## src/rtl/aes_pkg.sv

```systemverilog
// rtl/aes_pkg.sv - GF(2^8) helpers and types shared by the AES round datapath
package aes_pkg;

  typedef logic [7:0] byte_t;
  // Packed column; index 0 is row 0 (A / P).
  typedef logic [3:0][7:0] column_t;

  localparam byte_t AES_POLY    = 8'h1B;
  localparam logic  MODE_MIX    = 1'b1;
  localparam logic  MODE_INVMIX = 1'b0;

  function automatic byte_t xtime(input byte_t b);
    return {b[6:0], 1'b0} ^ (b[7] ? AES_POLY : 8'h00);
  endfunction

  function automatic byte_t gf_mul2(input byte_t b);
    return xtime(b);
  endfunction

  function automatic byte_t gf_mul3(input byte_t b);
    return xtime(b) ^ b;
  endfunction

  function automatic byte_t gf_mul9(input byte_t b);
    return xtime(xtime(xtime(b))) ^ b;
  endfunction

  function automatic byte_t gf_mul11(input byte_t b);
    byte_t x2;
    x2 = xtime(b);
    return xtime(xtime(x2)) ^ x2 ^ b;
  endfunction

  function automatic byte_t gf_mul13(input byte_t b);
    byte_t x4;
    x4 = xtime(xtime(b));
    return xtime(x4) ^ x4 ^ b;
  endfunction

  function automatic byte_t gf_mul14(input byte_t b);
    byte_t x2;
    byte_t x4;
    x2 = xtime(b);
    x4 = xtime(x2);
    return xtime(x4) ^ x4 ^ x2;
  endfunction

endpackage

```

## src/rtl/mix_column_comb.sv

```systemverilog
// rtl/mix_column_comb.sv - combinational MixColumns / InvMixColumns on one column
module mix_column_comb
  import aes_pkg::*;
(
  input  column_t col,
  input  logic    control,
  output column_t result
);

  // Row i uses the base coefficient row rotated right by i, so the byte at
  // row i gets the leading coefficient and the rest follow cyclically.
  always_comb begin
    result = '0;
    for (int i = 0; i < 4; i++) begin
      if (control == MODE_MIX) begin
        result[i] = gf_mul2(col[i])
                  ^ gf_mul3(col[(i + 1) % 4])
                  ^ col[(i + 2) % 4]
                  ^ col[(i + 3) % 4];
      end else begin
        result[i] = gf_mul14(col[i])
                  ^ gf_mul11(col[(i + 1) % 4])
                  ^ gf_mul13(col[(i + 2) % 4])
                  ^ gf_mul9(col[(i + 3) % 4]);
      end
    end
  end

endmodule

```

## src/rtl/sequential_mix_invmix.sv

```systemverilog
// rtl/sequential_mix_invmix.sv - registered single-column AES (Inv)MixColumns
module sequential_mix_invmix
  import aes_pkg::*;
(
  input  logic       clk,
  input  logic       reset,
  input  logic [7:0] A,
  input  logic [7:0] B,
  input  logic [7:0] C,
  input  logic [7:0] D,
  input  logic       control,
  output logic [7:0] P,
  output logic [7:0] Q,
  output logic [7:0] R,
  output logic [7:0] S
);

  column_t col_in;
  column_t col_mixed;
  column_t col_q;

  assign col_in = {D, C, B, A};

  mix_column_comb u_mix (
    .col     (col_in),
    .control (control),
    .result  (col_mixed)
  );

  always_ff @(posedge clk or negedge reset) begin
    if (!reset) begin
      col_q <= '0;
    end else begin
      col_q <= col_mixed;
    end
  end

  assign P = col_q[0];
  assign Q = col_q[1];
  assign R = col_q[2];
  assign S = col_q[3];

endmodule

```

## config.mk

```make
export PLATFORM = sky130hd
export DESIGN_NAME = sequential_mix_invmix
export DESIGN_NICKNAME = d
export VERILOG_FILES = /design/src/rtl/aes_pkg.sv /design/src/rtl/mix_column_comb.sv /design/src/rtl/sequential_mix_invmix.sv
export SDC_FILE = /design/constraint.sdc
export NUM_CORES = 1
export LEC_CHECK = 0
export BUFFER_PORTS_ARGS = -buffer_cell sky130_fd_sc_hd__buf_2
export CAP_MARGIN = 15
export CORE_AREA = 2 2 65 129
export CTS_BUF_LIST = sky130_fd_sc_hd__clkbuf_4 sky130_fd_sc_hd__clkbuf_8 sky130_fd_sc_hd__clkbuf_16
export CTS_CLUSTER_DIAMETER = 30
export DETAILED_ROUTE_END_ITERATION = 7
export DIE_AREA = 0 0 67 131
export PLACE_DENSITY_LB_ADDON = 0.3
export SLEW_MARGIN = 20
export SYNTH_ARGS = -nofsm -noshare
export SYNTH_HDL_FRONTEND = slang
export SYNTH_SLANG_ARGS = --single-unit
```

## constraint.sdc

```tcl
create_clock -name clk -period 0.8 [get_ports clk]
set_input_delay 0.16 -clock clk [delete_from_list [all_inputs] [get_ports clk]]
set_output_delay 0.16 -clock clk [all_outputs]
set_load 0.01 [all_outputs]
```

**Yosys cells after proc, flatten, opt, wreduce, memory -nomap -nowiden**

Index checks and enable logic that the tools add are counted.

- Flip-flop bits (word level): 32
- Bits of input ports: 35
- Output and inout bits: 32

- Mux-type cells: 16
- Bitwise logic cells: 64

Operator list:

| operator | count |
|---|---|
| 8-bit XOR | 63 |
| 5-bit 2-to-1 mux | 12 |
| 8-bit 2-to-1 mux | 4 |
| 8-bit by 5-bit XOR with 8-bit output | 1 |

**Logic depth before layout (Yosys ltp)**

Gate-level depths: netlist of run 1.

- Word-level depth: 12
- Depth in mapped cells: 7
- Mapped depth without buffers: 6

**Cells and area by module**

From an unflattened synthesis of run 1, not the netlist that was laid out.

- Cell total of the unflattened synthesis: 308
- Area total of the unflattened synthesis: 3186.8 µm²

By module, submodules not included:

| module | times used | cells an instance | area each (µm²) |
|---|---|---|---|
| mix_column_comb | 1 | 276 | 2386.0 |
| sequential_mix_invmix | 1 | 32 | 800.8 |

**Least setup slack after synthesis of run 1**

No wires, ideal clock.

- Path kind: in2reg
- Start point: input port A[6]
- End point: register col_q (netlist bit P[3])
- Setup time: 0.080 ns
- Data arrival time: 1.951 ns
- Required time: 0.720 ns
- Setup slack: -1.231 ns
- Cell stages on the path: 7
- Path buffers: 1
- Cells stage by stage: buf_2 > xor2_2 > xnor3_1 > xnor3_1 > or2_2 > xnor2_1 > xnor2_1

RTL lines:

| element | line | text |
|---|---|---|
| start: declaration | sequential_mix_invmix.sv:7 | `input logic [7:0] A,` |
| end signal: assignment | sequential_mix_invmix.sv:34 | `col_q <= col_mixed;` |
| end: declaration | sequential_mix_invmix.sv:20 | `column_t col_q;` |

==> impl_summary.md, run 1 <==
Status
The flow ran to the end, but the final reports show violations. The final reports fail on setup timing.

Power and ir drop
The static leakage is 2.95 nW. The maximum VDD drop is 1.55 mV. For this design the ratio of total power to cell area is 2170 nW/µm².

Timing
The highest clock frequency the design can meet is 627 MHz. Counting I/O delays and the setup requirement, the final critical path takes 1.60 ns. The slack of the critical path is -0.796 ns. The final max-slew violation count is 0. The number of hold violations in the final report is 0. The transition time at the pin with the least slew margin is 0.359 ns.

The share of the clock period used by the worst path after layout is 2.00. The tightest hold path in the finished design has a slack of 0.245 ns. The final count of negative-setup-slack endpoints is 64. The accumulated negative setup slack is -24.00 ns. Setup repair after global routing could not meet its margin everywhere.

The worst slew slack as a fraction of its limit is 0.761.

Die
The floorplan has 46 rows. The die is 131 µm tall. The width of the die is 67 µm. The floorplan step defined a core boundary enclosing 7830 µm².

The die covers 8780 µm². 67 I/O pins were placed. The initial utilization of the core area, before any placement, comes to 0.437.

Yosys
The number of distinct library cell variants in the gate-level netlist after synthesis is 21. After synthesis the cells add up to 3420 µm². After synthesis, the mean cell area works out to 10.9 µm². The post-synth net total is 349. The synthesized instance count is 314. The synthesized design contains 32 register bits. The share of the Yosys chip area taken by registers is 0.234. The number of warnings reported in the yosys synthesis log is 0.

Min path
The worst hold path startpoint is C[0]. The path class of the tightest hold or removal check is input pin to flip-flop. The worst-case hold path end point is P[0].

The worst hold path was traced through 3 stages.

Setup path
The slowest cell on the critical path is sky130_fd_sc_hd__xnor3_1. STA classifies the critical path endpoint as a flip-flop. Tracing the worst setup path back leads to its startpoint at A[7]. The cell family with the largest share of critical-path delay is XOR/XNOR gates. The critical path contains buffers and inverters numbering 2 combined. The largest stage delay on the critical path is 0.34 ns. Traced cell by cell, the critical path runs through buf_12 > buf_4 > xor2_4 > xnor3_1 > xnor3_1 > or2_4 > xnor2_2 > xnor2_1. The kind of critical path is input pin to flip-flop. The maximum fanout encountered on the critical timing path is 5. The sort of element at the start of the critical path is an input pin. STA puts the critical path data arrival time at 1.79 ns. The required time at the worst-slack endpoint is 1.00 ns. Counting stages on the worst path, the most repeated cell is sky130_fd_sc_hd__xnor3_1. Counting buffers and inverters, the worst setup path is 8 cells deep.

Layout
The area growth from synthesis to layout is 90.2%. Leaving out filler cells and counting taps, the final layout contains 594. The count of inserted antenna diode cells is 0.

The proportion of layout cells with a drive suffix above 1 is 0.635. The layout has 397 filler cells. The net count of the finished layout is 533. After routing the design area is 6500 µm².

Clock tree
The number of CTS-inserted buffers is 5. The clock slew at the register clock pins of the worst setup and hold paths is 0.06 ns. Clock tree synthesis found a total of 32 sinks. CTS built an H-tree with a depth of 2. The clock passes through at most 2 buffers. In this run the clock root is driven by a sky130_fd_sc_hd__clkbuf_16. TritonCTS built the clock tree.

Global routing
Summed over all layers, the global routing overflow is 0. The pin count of the biggest net entering global routing is 33. The busiest layer in global routing is met2. The via count of the first global-routing pass is 3393.

The number of antenna violations at the first check in global routing is 0. For this run, global-route usage on met3 was measured as 0.0394. The first global-routing pass estimated 18.2 mm of wire. The met1 usage in global routing is 0.296.

In the global route stage, overall resource usage came out at 0.292. The met2 demand-to-capacity share in global routing is 0.545.

Routing
The routed via count is 3017. Once detail routing completed, the nets flagged for antenna violations numbered 0. The detailed-route DRC error count is 0. The first detailed-routing pass ran for 4 iterations. The first routing iteration left 119 violations. The number of vias per cell after detailed routing is 5.08. The routed length per placed instance is 22.6 µm. The total wire length after detailed routing is 13.4 mm.

Placed design
The total cell area at the placement stage is 5020 µm². The number of placed instances, taps included, is 555. During placement, the flow inserted port buffers numbering 66. At the end of routability-driven placement, the weighted congestion stood at 0.881.

The HPWL after detailed placement is 8.07 mm.

Flow run
The tool flagged a number of max-cap violations equal to 0.
-- kinds of logic after synthesis --
family,after synthesis,synth area share
XOR/XNOR,222,0.683
multiplexers,3,0.00879
AO/OA/AOI/OAI,10,0.0146
buffers and inverters,27,0.0370
flip-flops,32,0.234
AND/OR/NAND/NOR,20,0.0227
-- synthesized netlist by cell type --
master,instances,area share
sky130_fd_sc_hd__a21oi_1,1,0.0015
sky130_fd_sc_hd__dfrtp_1,32,0.23
sky130_fd_sc_hd__nor2_1,10,0.011
sky130_fd_sc_hd__xnor3_1,17,0.11
sky130_fd_sc_hd__xor2_4,1,0.0081
sky130_fd_sc_hd__xnor2_1,145,0.37
sky130_fd_sc_hd__xor3_1,4,0.028
sky130_fd_sc_hd__xnor2_4,2,0.016
sky130_fd_sc_hd__o21ai_1,1,0.0015
sky130_fd_sc_hd__xor2_2,2,0.0095
sky130_fd_sc_hd__buf_2,8,0.012
sky130_fd_sc_hd__xor2_1,49,0.13
sky130_fd_sc_hd__nand2_1,9,0.0099
sky130_fd_sc_hd__xnor2_2,1,0.0048
sky130_fd_sc_hd__buf_4,2,0.0044
sky130_fd_sc_hd__o21ai_0,8,0.012
sky130_fd_sc_hd__mux2i_1,3,0.0088
sky130_fd_sc_hd__or2_2,1,0.0018
sky130_fd_sc_hd__xnor3_2,1,0.0070
sky130_fd_sc_hd__buf_6,1,0.0033
sky130_fd_sc_hd__clkbuf_1,16,0.018
-- area by class of cell --
type,instances,area [µm²],share of cell area
Clock buffer,7,153,0.0235
Multi-Input combinational cell,255,3510,0.539
Sequential cell,32,801,0.123
Tap cell,96,120,0.0185
Timing Repair Buffer,204,1920,0.295
-- state kept, by name, summed over array words and instances, names as in the netlist --
register	flops
R	8
Q	8
S	8
P	8
-- layout by cell type, fill, tap and decap left out --
cell type / netlist / final
sky130_fd_sc_hd__buf_4: 2 / 98
sky130_fd_sc_hd__xnor2_1: 145 / 86
sky130_fd_sc_hd__buf_6: 1 / 39
sky130_fd_sc_hd__xnor2_2: 1 / 37
sky130_fd_sc_hd__buf_2: 8 / 35
sky130_fd_sc_hd__dfrtp_1: 32 / 32
sky130_fd_sc_hd__xor2_1: 49 / 28
sky130_fd_sc_hd__xnor2_4: 2 / 25
sky130_fd_sc_hd__buf_12: 0 / 19
sky130_fd_sc_hd__xor2_2: 2 / 13
sky130_fd_sc_hd__xnor3_1: 17 / 13
sky130_fd_sc_hd__buf_8: 0 / 12
sky130_fd_sc_hd__xor2_4: 1 / 11
sky130_fd_sc_hd__nand2_1: 9 / 9
sky130_fd_sc_hd__nor2_2: 0 / 7
sky130_fd_sc_hd__o21ai_1: 1 / 6
sky130_fd_sc_hd__xnor3_2: 1 / 5
sky130_fd_sc_hd__clkbuf_16: 0 / 5
sky130_fd_sc_hd__xor3_2: 0 / 3
sky130_fd_sc_hd__mux2i_1: 3 / 3
sky130_fd_sc_hd__nor2_1: 10 / 3
sky130_fd_sc_hd__o21ai_2: 0 / 3
sky130_fd_sc_hd__clkbuf_8: 0 / 2
sky130_fd_sc_hd__xor3_1: 4 / 1
sky130_fd_sc_hd__a21oi_2: 0 / 1
sky130_fd_sc_hd__or2_4: 0 / 1
sky130_fd_sc_hd__dlygate4sd3_1: 0 / 1
-- where the power goes --
part	switching, mW	leakage (nW)	internal (mW)
logic	4.23	2.50	5.07
registers	0.287	0.374	2.40
clock network	0.784	0.0760	1.31
total	5.30	2.95	8.78
-- worst max path at each step --
stage | slack, ns | end
6_report | -0.80 | P[3]
5_1_grt | -0.86 | P[6]
4_1_cts | -0.74 | Q[4]
3_5_place_dp | -1.13 | Q[5]
3_3_place_gp | -1.09 | P[6]
2_1_floorplan | -0.99 | P[3]
-- routing by layer --
| layer | share of wire | vias up |
|---|---|---|
| met3 | 0.039 | 64 |
| met5 | 0 | - |
| li1 | - | 1315 |
| met2 | 0.57 | 128 |
| met1 | 0.31 | 1510 |
| met4 | 0.076 | 0 |
-- timing repair --
| action | in CTS | in global routing |
|---|---|---|
| setup buffers | 26 | 14 |
| endpoints found under the setup margin | 64 | 64 |
| hold endpoints to repair | 32 | 0 |
| hold buffers | 1 | 0 |
| resized for setup | 140 | 67 |
| pin swaps | 74 | 68 |
-- through the flow --
step	util	setup WS, ns	total power, mW
6_report	0.830	-0.796	14.1
5_1_grt	0.830	-0.857	14.7
4_1_cts	0.771	-0.740	12.9
3_5_place_dp	0.642	-1.13	9.81
3_3_place_gp	0.642	-1.09	9.68
2_1_floorplan	-	-0.989	7.43
Power figures use the tool's default switching activity.
==> inputs of run 2 (changes only) <==
--- a/config.mk
+++ b/config.mk
@@ -7,13 +7,13 @@
 export LEC_CHECK = 0
 export BUFFER_PORTS_ARGS = -buffer_cell sky130_fd_sc_hd__buf_2
 export CAP_MARGIN = 15
-export CORE_AREA = 2 2 65 129
-export CTS_BUF_LIST = sky130_fd_sc_hd__clkbuf_4 sky130_fd_sc_hd__clkbuf_8 sky130_fd_sc_hd__clkbuf_16
+export CORE_AREA = 2 2 63 125
 export CTS_CLUSTER_DIAMETER = 30
 export DETAILED_ROUTE_END_ITERATION = 7
-export DIE_AREA = 0 0 67 131
+export DIE_AREA = 0 0 65 127
 export PLACE_DENSITY_LB_ADDON = 0.3
 export SLEW_MARGIN = 20
 export SYNTH_ARGS = -nofsm -noshare
 export SYNTH_HDL_FRONTEND = slang
+export SYNTH_HIERARCHICAL = 1
 export SYNTH_SLANG_ARGS = --single-unit
==> run 2 against run 1 <==
The flow still finishes with violations (setup timing). Non-clock buffer count up 8. Largest cell class unchanged. Sequential power is 3% lower. First-iteration DRC count is 28% higher. Largest power group unchanged. Via count is 0.70% higher. Cell count increased by 0.17%. Combinational power fell by 1%.
==> impl_summary.md, run 2 <==
Status
Run status: finished with violations (unchanged). Violated checks: setup timing (unchanged).

Yosys
The area fraction in and, or, nand and nor cells after synthesis is 0.0279 (was 0.0227). The share of synthesized flip-flops with an asynchronous set or reset was 1.00 (unchanged). The number of enable flip-flop cells after synthesis came to 0 (unchanged). The arithmetic-cell share of the synthesized area counting full adders, half adders and majority gates is 0 (unchanged).

The number of distinct library cell variants in the gate-level netlist after synthesis is 17 (was 21). The synthesized area is 3190 µm² (was 3420 µm²). The number of warnings reported in the yosys synthesis log is 6 (was 0). The synthesized instance count is 308 (was 314). The cell taking the most area after synthesis is sky130_fd_sc_hd__xnor2_1 (unchanged).

The flip-flop and latch count after synthesis is 32 (unchanged). Most instantiated cells after synthesis: sky130_fd_sc_hd__xnor2_1, sky130_fd_sc_hd__xor2_1, sky130_fd_sc_hd__dfrtp_1 (unchanged). The most frequently used flop master after synthesis is sky130_fd_sc_hd__dfrtp_1 (unchanged). The combinational family with the most area after synthesis is XOR/XNOR gates (unchanged). The most numerous cell in the Yosys netlist is sky130_fd_sc_hd__xnor2_1 (unchanged). The xor/xnor cell area share of the yosys netlist is 0.658 (was 0.683). The area share of the leading cell type in the synthesized netlist is 0.407 (was 0.372). The fraction of the yosys area taken by sequential cells is 0.251 (was 0.234). The post-synth net total came to 343 (was 349). The multiplexer share of the synthesized area was 0 (was 0.00879). Cell types with the largest area share after synthesis: sky130_fd_sc_hd__xnor2_1, sky130_fd_sc_hd__dfrtp_1, sky130_fd_sc_hd__xor2_1 (unchanged).

The fraction of the mapped netlist area in compound gates is 0.0204 (was 0.0146). The post-synthesis average cell area was 10.3 µm² (was 10.9 µm²).

Layout
The leading cell type in the layout, fill and taps excluded is sky130_fd_sc_hd__buf_4 (unchanged). The number of filler instances in the final layout is 315 (was 397). The final standard cell count with taps included and fillers excluded is 595 (was 594). The net count reported at finish is 537 (was 533). The count of inserted antenna diode cells is 0 (unchanged). The area overhead of the layout relative to synthesis was 94.6% (was 90.2%). The utilization of the core after routing came to 0.860 (was 0.830). The post-route standard cell area excluding fillers is 6200 µm² (was 6500 µm²). The proportion of layout cells with a drive suffix above 1 was 0.650 (was 0.635). Most frequent cells in the layout: sky130_fd_sc_hd__buf_4, sky130_fd_sc_hd__xnor2_1, sky130_fd_sc_hd__xnor2_2 (was sky130_fd_sc_hd__buf_4, sky130_fd_sc_hd__xnor2_1, sky130_fd_sc_hd__buf_6).

Setup path
The kind of end point of the critical path is a flip-flop (unchanged). The slowest cell on the critical path was sky130_fd_sc_hd__xor2_2 (was sky130_fd_sc_hd__xnor3_1). The sort of element at the start of the critical path is an input pin (unchanged). The largest stage delay on the critical path is 0.28 ns (was 0.34 ns). The kind of critical path is input pin to flip-flop (unchanged). Ordered list of cells on the worst path: buf_8 > buf_12 > xor2_4 > buf_12 > xor2_2 > xnor2_2 > xnor2_2 > xnor2_1 > o21ai_1 > xnor2_1 (was buf_12 > buf_4 > xor2_4 > xnor3_1 > xnor3_1 > or2_4 > xnor2_2 > xnor2_1). The required time at the worst-slack endpoint is 0.97 ns (was 1.00 ns). The data arrival at the endpoint of the critical path is 1.81 ns (was 1.79 ns).

The maximum fanout encountered on the critical timing path is 4 (was 5).

Routing
The routed length per placed instance is 22.6 µm (about the same). The number of vias per cell after detailed routing is 5.11 (was 5.08). The routed via count is 3038 (was 3017). The number of nets still failing antenna checks after routing was 0 (unchanged). The initial detailed-routing violation count is 152 (was 119). The total wire length after detailed routing is 13.4 mm (about the same). The number of detailed-route iterations in the first pass is 5 (was 4). The detailed-route DRC error count is 0 (unchanged).

Die
The die outline height is 127 µm (was 131 µm). The width of the die is 65 µm (was 67 µm). The area enclosed by the die boundary is 8260 µm² (was 8780 µm²). The top-level port count is 67 (unchanged).

The initial standard-cell utilization of the core was 0.442 (was 0.437). The placeable core area is 7210 µm² (was 7830 µm²). The number of rows in the core area is 44 (was 46).

Clock tree
The maximum clock path buffer count is 2 (unchanged). The TritonCTS clock tree is yes (unchanged). The number of CTS-inserted buffers is 5 (unchanged). The clock slew at the register clock pins of the worst setup and hold paths is 0.06 ns (about the same). The root buffer selected by CTS is sky130_fd_sc_hd__clkbuf_16 (unchanged).

The number of H-tree levels is 2 (unchanged). The number of sinks handled by clock tree synthesis is 32 (unchanged).

Global routing
The wire length of the first global-routing pass came to 16.5 mm (was 18.2 mm). The number of antenna violations at the first check in global routing is 0 (unchanged). The pin count of the biggest net entering global routing was 27 (was 33). The via count of the first global-routing pass is 3135 (was 3393). The global-route usage over all layers is 0.281 (was 0.292).

The total congestion overflow after global routing is 0 (unchanged).

Timing
The worst slew slack as a fraction of its limit came to 0.696 (was 0.761). The number of hold violations in the final report is 0 (unchanged). The highest clock frequency the design can meet is 608 MHz (was 627 MHz). The accumulated negative setup slack is -24.33 ns (was -24.00 ns). The share of the clock period used by the worst path after layout came to 2.06 (was 2.00).

The worst hold slack across all endpoints is 0.214 ns (was 0.245 ns). The transition time at the pin with the least slew margin is 0.454 ns (was 0.359 ns). The slack of the critical path is -0.845 ns (was -0.796 ns). The post-layout minimum cycle time came to 1.64 ns (was 1.60 ns). The final max-slew violation count is 0 (unchanged). Unrepaired setup endpoints after global routing: true (unchanged).

The final count of negative-setup-slack endpoints is 64 (unchanged).

Placed design
The total instance count after detailed placement was 548 (was 555). The sum of net half-perimeters after detailed placement is 7.83 mm (was 8.07 mm). The number of buffer cells added on primary ports came to 66 (unchanged). The total cell area at the placement stage came to 4650 µm² (was 5020 µm²). The final estimated routing congestion in global placement is 0.900 (was 0.881). The setup slack at placement is -1.13 ns (about the same).

Power and ir drop
The power per cell area is 2290 nW/µm² (was 2170 nW/µm²). The switching power as a share of total power is 0.380 (was 0.376). The switching component of the power is 5.40 mW (was 5.30 mW). The cell-internal power is 8.83 mW (was 8.78 mW). The fraction of power consumed by combinational cells was 0.647 (was 0.660).

The part of the total power dissipated in sequential elements is 0.184 (was 0.191). The static leakage is 2.74 nW (was 2.95 nW). The clock share of power is 0.169 (was 0.149). The sum of internal, switching and leakage power came to 14.2 mW (was 14.1 mW). The maximum VDD drop is 1.14 mV (was 1.55 mV).

Min path
The path class of the lowest-slack min-delay path is input pin to flip-flop (unchanged).

Flow run
The number of max-cap violations is 0 (unchanged).
## run 2: power groups by stage
| stage | clock network (mW) | registers [mW] | logic [mW] |
|---|---|---|---|
| global placement | 0 | 2.60 | 6.67 |
| detailed placement | 0 | 2.63 | 6.78 |
| finish | 2.40 | 2.62 | 9.21 |
| CTS | 2.40 | 2.61 | 7.56 |
| global route | 2.46 | 2.69 | 9.65 |
| floorplan | 0 | 3.05 | 3.95 |
## run 2: area by class of cell
type	instances	area (µm²)	area share
clock buffers	7	153	0.0246
repair buffers	212	1850	0.298
clock inverters	1	30.0	0.00484
multi-input cells	251	3250	0.525
flip-flops and latches	32	801	0.129
well taps	92	115	0.0186
## run 2: cell families after synthesis
group | count (synthesis)
xor+xnor | 215
flops | 32
buf+inv | 25
simple gates | 23
compound gates | 13
## run 2: per-layer routing
metal	vias up	part of all wire	global-route usage
met4	0	0.097	0.207
li1	1298	-	-
met2	138	0.57	0.559
met5	-	0	0
met3	78	0.043	0.0352
met1	1524	0.29	0.238
## run 2: path summary, 6_finish.rpt
| path | startpoint | to | slack, ns | cells after the start |
|---|---|---|---|---|
| min in group asynchronous | reset | S[6] | 0.29 | 2 |
| worst max-delay path | A[6] | P[5] | -0.84 | 10 |
| worst min-delay path | B[7] | Q[1] | 0.21 | 4 |
| max in group asynchronous | reset | P[2] | 0.08 | 3 |
## run 2: critical path, delay by kind of cell
family	cells	cell delay, ns
xor gates and xnor gates	6	1.03
AOI/OAI and AO/OA	1	0.22
buffers and inverters	3	0.39
## run 2: repair_timing
action	4_1_cts	5_1_grt
setup endpoints to repair	64	64
endpoints found under the hold margin	6	0
resized for setup	93	94
pin swaps	71	72
hold buffers	1	0
setup buffers	20	28
==> inputs of run 3 (changes only) <==
--- a/config.mk
+++ b/config.mk
@@ -7,10 +7,10 @@
 export LEC_CHECK = 0
 export BUFFER_PORTS_ARGS = -buffer_cell sky130_fd_sc_hd__buf_2
 export CAP_MARGIN = 15
-export CORE_AREA = 2 2 63 125
+export CORE_AREA = 2 2 112 71
 export CTS_CLUSTER_DIAMETER = 30
 export DETAILED_ROUTE_END_ITERATION = 7
-export DIE_AREA = 0 0 65 127
+export DIE_AREA = 0 0 114 73
 export PLACE_DENSITY_LB_ADDON = 0.3
 export SLEW_MARGIN = 20
 export SYNTH_ARGS = -nofsm -noshare
==> constraint.sdc (replaced) <==
create_clock -name clk -period 1.4 [get_ports clk]
set_input_delay 0.28 -clock clk [delete_from_list [all_inputs] [get_ports clk]]
set_output_delay 0.28 -clock clk [all_outputs]
set_load 0.01 [all_outputs]
==> run 3 against run 2 <==
The run still ends with setup timing left. Critical path depth down 2. Count of clock-buffer cells in the layout down 1. Via count down 4.0%. Utilization down 5.2 points. Routed wire length down 5.4%. Cell area down 3.0%. Critical endpoint is now R[4]. Largest power group unchanged. Highest routed layer unchanged.
==> impl_summary.md, run 3 (synthesized netlist as in run 2, its figures left out) <==
Status
Run status: finished with violations (unchanged). Violated checks: setup timing (unchanged).

Clock tree
The number of H-tree levels came to 2 (unchanged). The clock slew at the register clock pins of the worst setup and hold paths was 0.06 ns (about the same). The number of sinks handled by clock tree synthesis was 32 (unchanged). The maximum clock path buffer count was 2 (unchanged). The number of CTS-inserted buffers is 5 (unchanged). The TritonCTS clock tree is yes (unchanged).

The count of hold-fix buffers inserted at cts is 0 (was 1). The root buffer selected by CTS is sky130_fd_sc_hd__clkbuf_16 (unchanged).

Layout
The count of inserted antenna diode cells is 0 (unchanged). The net count reported at finish came to 534 (was 537). The utilization of the core after routing is 0.808 (was 0.860).

The proportion of layout cells with a drive suffix above 1 is 0.626 (was 0.650). The area overhead of the layout relative to synthesis is 88.8% (was 94.6%). Most frequent cells in the layout: sky130_fd_sc_hd__buf_4, sky130_fd_sc_hd__xnor2_1, sky130_fd_sc_hd__buf_2 (was sky130_fd_sc_hd__buf_4, sky130_fd_sc_hd__xnor2_1, sky130_fd_sc_hd__xnor2_2).

The leading cell type in the layout, fill and taps excluded is sky130_fd_sc_hd__buf_4 (unchanged).

Setup path
Ordered list of cells on the worst path: buf_8 > xnor3_2 > xor2_2 > xnor2_2 > xnor2_2 > xnor2_1 > o21ai_1 > xor2_1 (was buf_8 > buf_12 > xor2_4 > buf_12 > xor2_2 > xnor2_2 > xnor2_2 > xnor2_1 > o21ai_1 > xnor2_1). The number of buffers and inverters on the critical path was 1 (was 3). The kind of end point of the critical path is a flip-flop (unchanged). The most common cell type on the critical path is sky130_fd_sc_hd__xnor2_2. The required time at the worst-slack endpoint came to 1.60 ns (was 0.97 ns). The data arrival at the endpoint of the critical path is 1.89 ns (was 1.81 ns). The logic depth of the worst setup path including buffers is 8 (was 10).

The sort of element at the start of the critical path is an input pin (unchanged). The largest stage delay on the critical path is 0.44 ns (was 0.28 ns). The maximum fanout encountered on the critical timing path is 2 (was 4). The slowest cell on the critical path was sky130_fd_sc_hd__xnor3_2 (was sky130_fd_sc_hd__xor2_2). The kind of critical path is input pin to flip-flop (unchanged). The cell family with the largest share of critical-path delay was XOR/XNOR gates (unchanged).

Timing
Derived from the worst setup path, the maximum achievable clock frequency is 589 MHz. The number of hold violations in the final report is 0 (unchanged). The transition time at the pin with the least slew margin is 0.461 ns (was 0.454 ns).

The final count of negative-setup-slack endpoints came to 31 (was 64). The worst slew slack as a fraction of its limit is 0.692 (was 0.696). The share of the clock period used by the worst path after layout is 1.21. Unrepaired setup endpoints after global routing: true (unchanged). The slack of the critical path came to -0.297 ns (was -0.845 ns). The final max-slew violation count came to 0 (unchanged). The worst path in the final design needs a cycle of 1.70 ns, including I/O delays and setup.

Die
The die outline height was 73 µm (was 127 µm). The number of rows in the core area was 25 (was 44). The width of the die is 114 µm (was 65 µm).

The area enclosed by the die boundary is 8320 µm² (was 8260 µm²). The top-level port count was 67 (unchanged). The placeable core area was 7440 µm² (was 7210 µm²). The initial standard-cell utilization of the core came to 0.428 (was 0.442).

Global routing
The total congestion overflow after global routing is 0 (unchanged). The number of antenna violations at the first check in global routing is 0 (unchanged). The global-route usage over all layers is 0.274 (was 0.281). The pin count of the biggest net entering global routing is 33 (was 27). The wire length of the first global-routing pass was 16.5 mm (about the same). The via count of the first global-routing pass is 2884 (was 3135).

Min path
The path class of the lowest-slack min-delay path is input pin to asynchronous set/reset pin (was input pin to flip-flop).

Routing
The detailed-route DRC error count is 0 (unchanged). The number of vias per cell after detailed routing is 4.91 (was 5.11). The initial detailed-routing violation count is 210 (was 152). The routed length per placed instance is 21.4 µm (was 22.6 µm). The total wire length after detailed routing came to 12.7 mm (was 13.4 mm).

The number of nets still failing antenna checks after routing is 0 (unchanged). The number of detailed-route iterations in the first pass is 4 (was 5). The routed via count is 2915 (was 3038).

Power and ir drop
The maximum VDD drop is 0.740 mV (was 1.14 mV). The power per cell area came to 1300 nW/µm² (was 2290 nW/µm²). The static leakage is 2.66 nW (was 2.74 nW).

Placed design
The setup slack at placement is -0.645 ns (was -1.13 ns). The final estimated routing congestion in global placement is 0.952 (was 0.900). The number of buffer cells added on primary ports is 66 (unchanged).

The sum of net half-perimeters after detailed placement came to 7.32 mm (was 7.83 mm).

Flow run
The number of max-cap violations is 0 (unchanged).
[run 3: changes by cell type in the layout (fill, tap and decap cells not counted), sizes merged]
cell / delta
buf: -3
clkinv: +1
dlygate4sd3: -1
[run 3: layout make-up]
type | instances | area (µm²)
multi-input combinational | 251 | 3190
timing repair buffer | 209 | 1750
fill | 381 | 1430
sequential | 32 | 801
clock buffer | 6 | 129
tap | 94 | 118
clock inverter | 2 | 35.0
[run 3: metrics by stage]
stage | hold WS [ns] | instances | total power [mW] | instance area, µm² | TNS, ns
2_1_floorplan | -0.0156 | 308 | 4.00 | 3640 | -6.49
3_3_place_gp | 0.328 | 547 | 5.22 | 4610 | -13.87
3_5_place_dp | 0.342 | 547 | 5.30 | 4610 | -14.80
4_1_cts | 0.0485 | 582 | 7.09 | 5480 | -3.59
5_1_grt | 0.0765 | 594 | 8.14 | 6020 | -5.83
6_report | 0.0217 | 594 | 7.82 | 6020 | -4.77
[run 3: final timing paths]
kind                       startpoint    to
max                              A[5]  R[4]
min                             reset  P[0]
max in group asynchronous       reset  Q[2]
min in group clk                 C[2]  P[2]
[run 3: power breakdown]
group / switching (mW) / leakage [nW] / internal (mW)
Combinational: 2.41 / 2.20 / 2.63
Sequential: 0.134 / 0.374 / 1.37
Clock: 0.445 / 0.0808 / 0.838
Total: 2.99 / 2.66 / 4.83
[run 3: what timing repair did]
item / CTS / global route
gates resized for setup: 96 / 75
setup endpoints to repair: 29 / 30
setup buffers: 28 / 13
pin swaps: 78 / 72
[run 3: layer usage]
layer,up-vias,global-route usage,share of wire
met5,-,0,0
met4,0,0.0759,0.030
met3,26,0.0440,0.071
met2,130,0.460,0.49
met1,1459,0.373,0.41
li1,1300,-,-
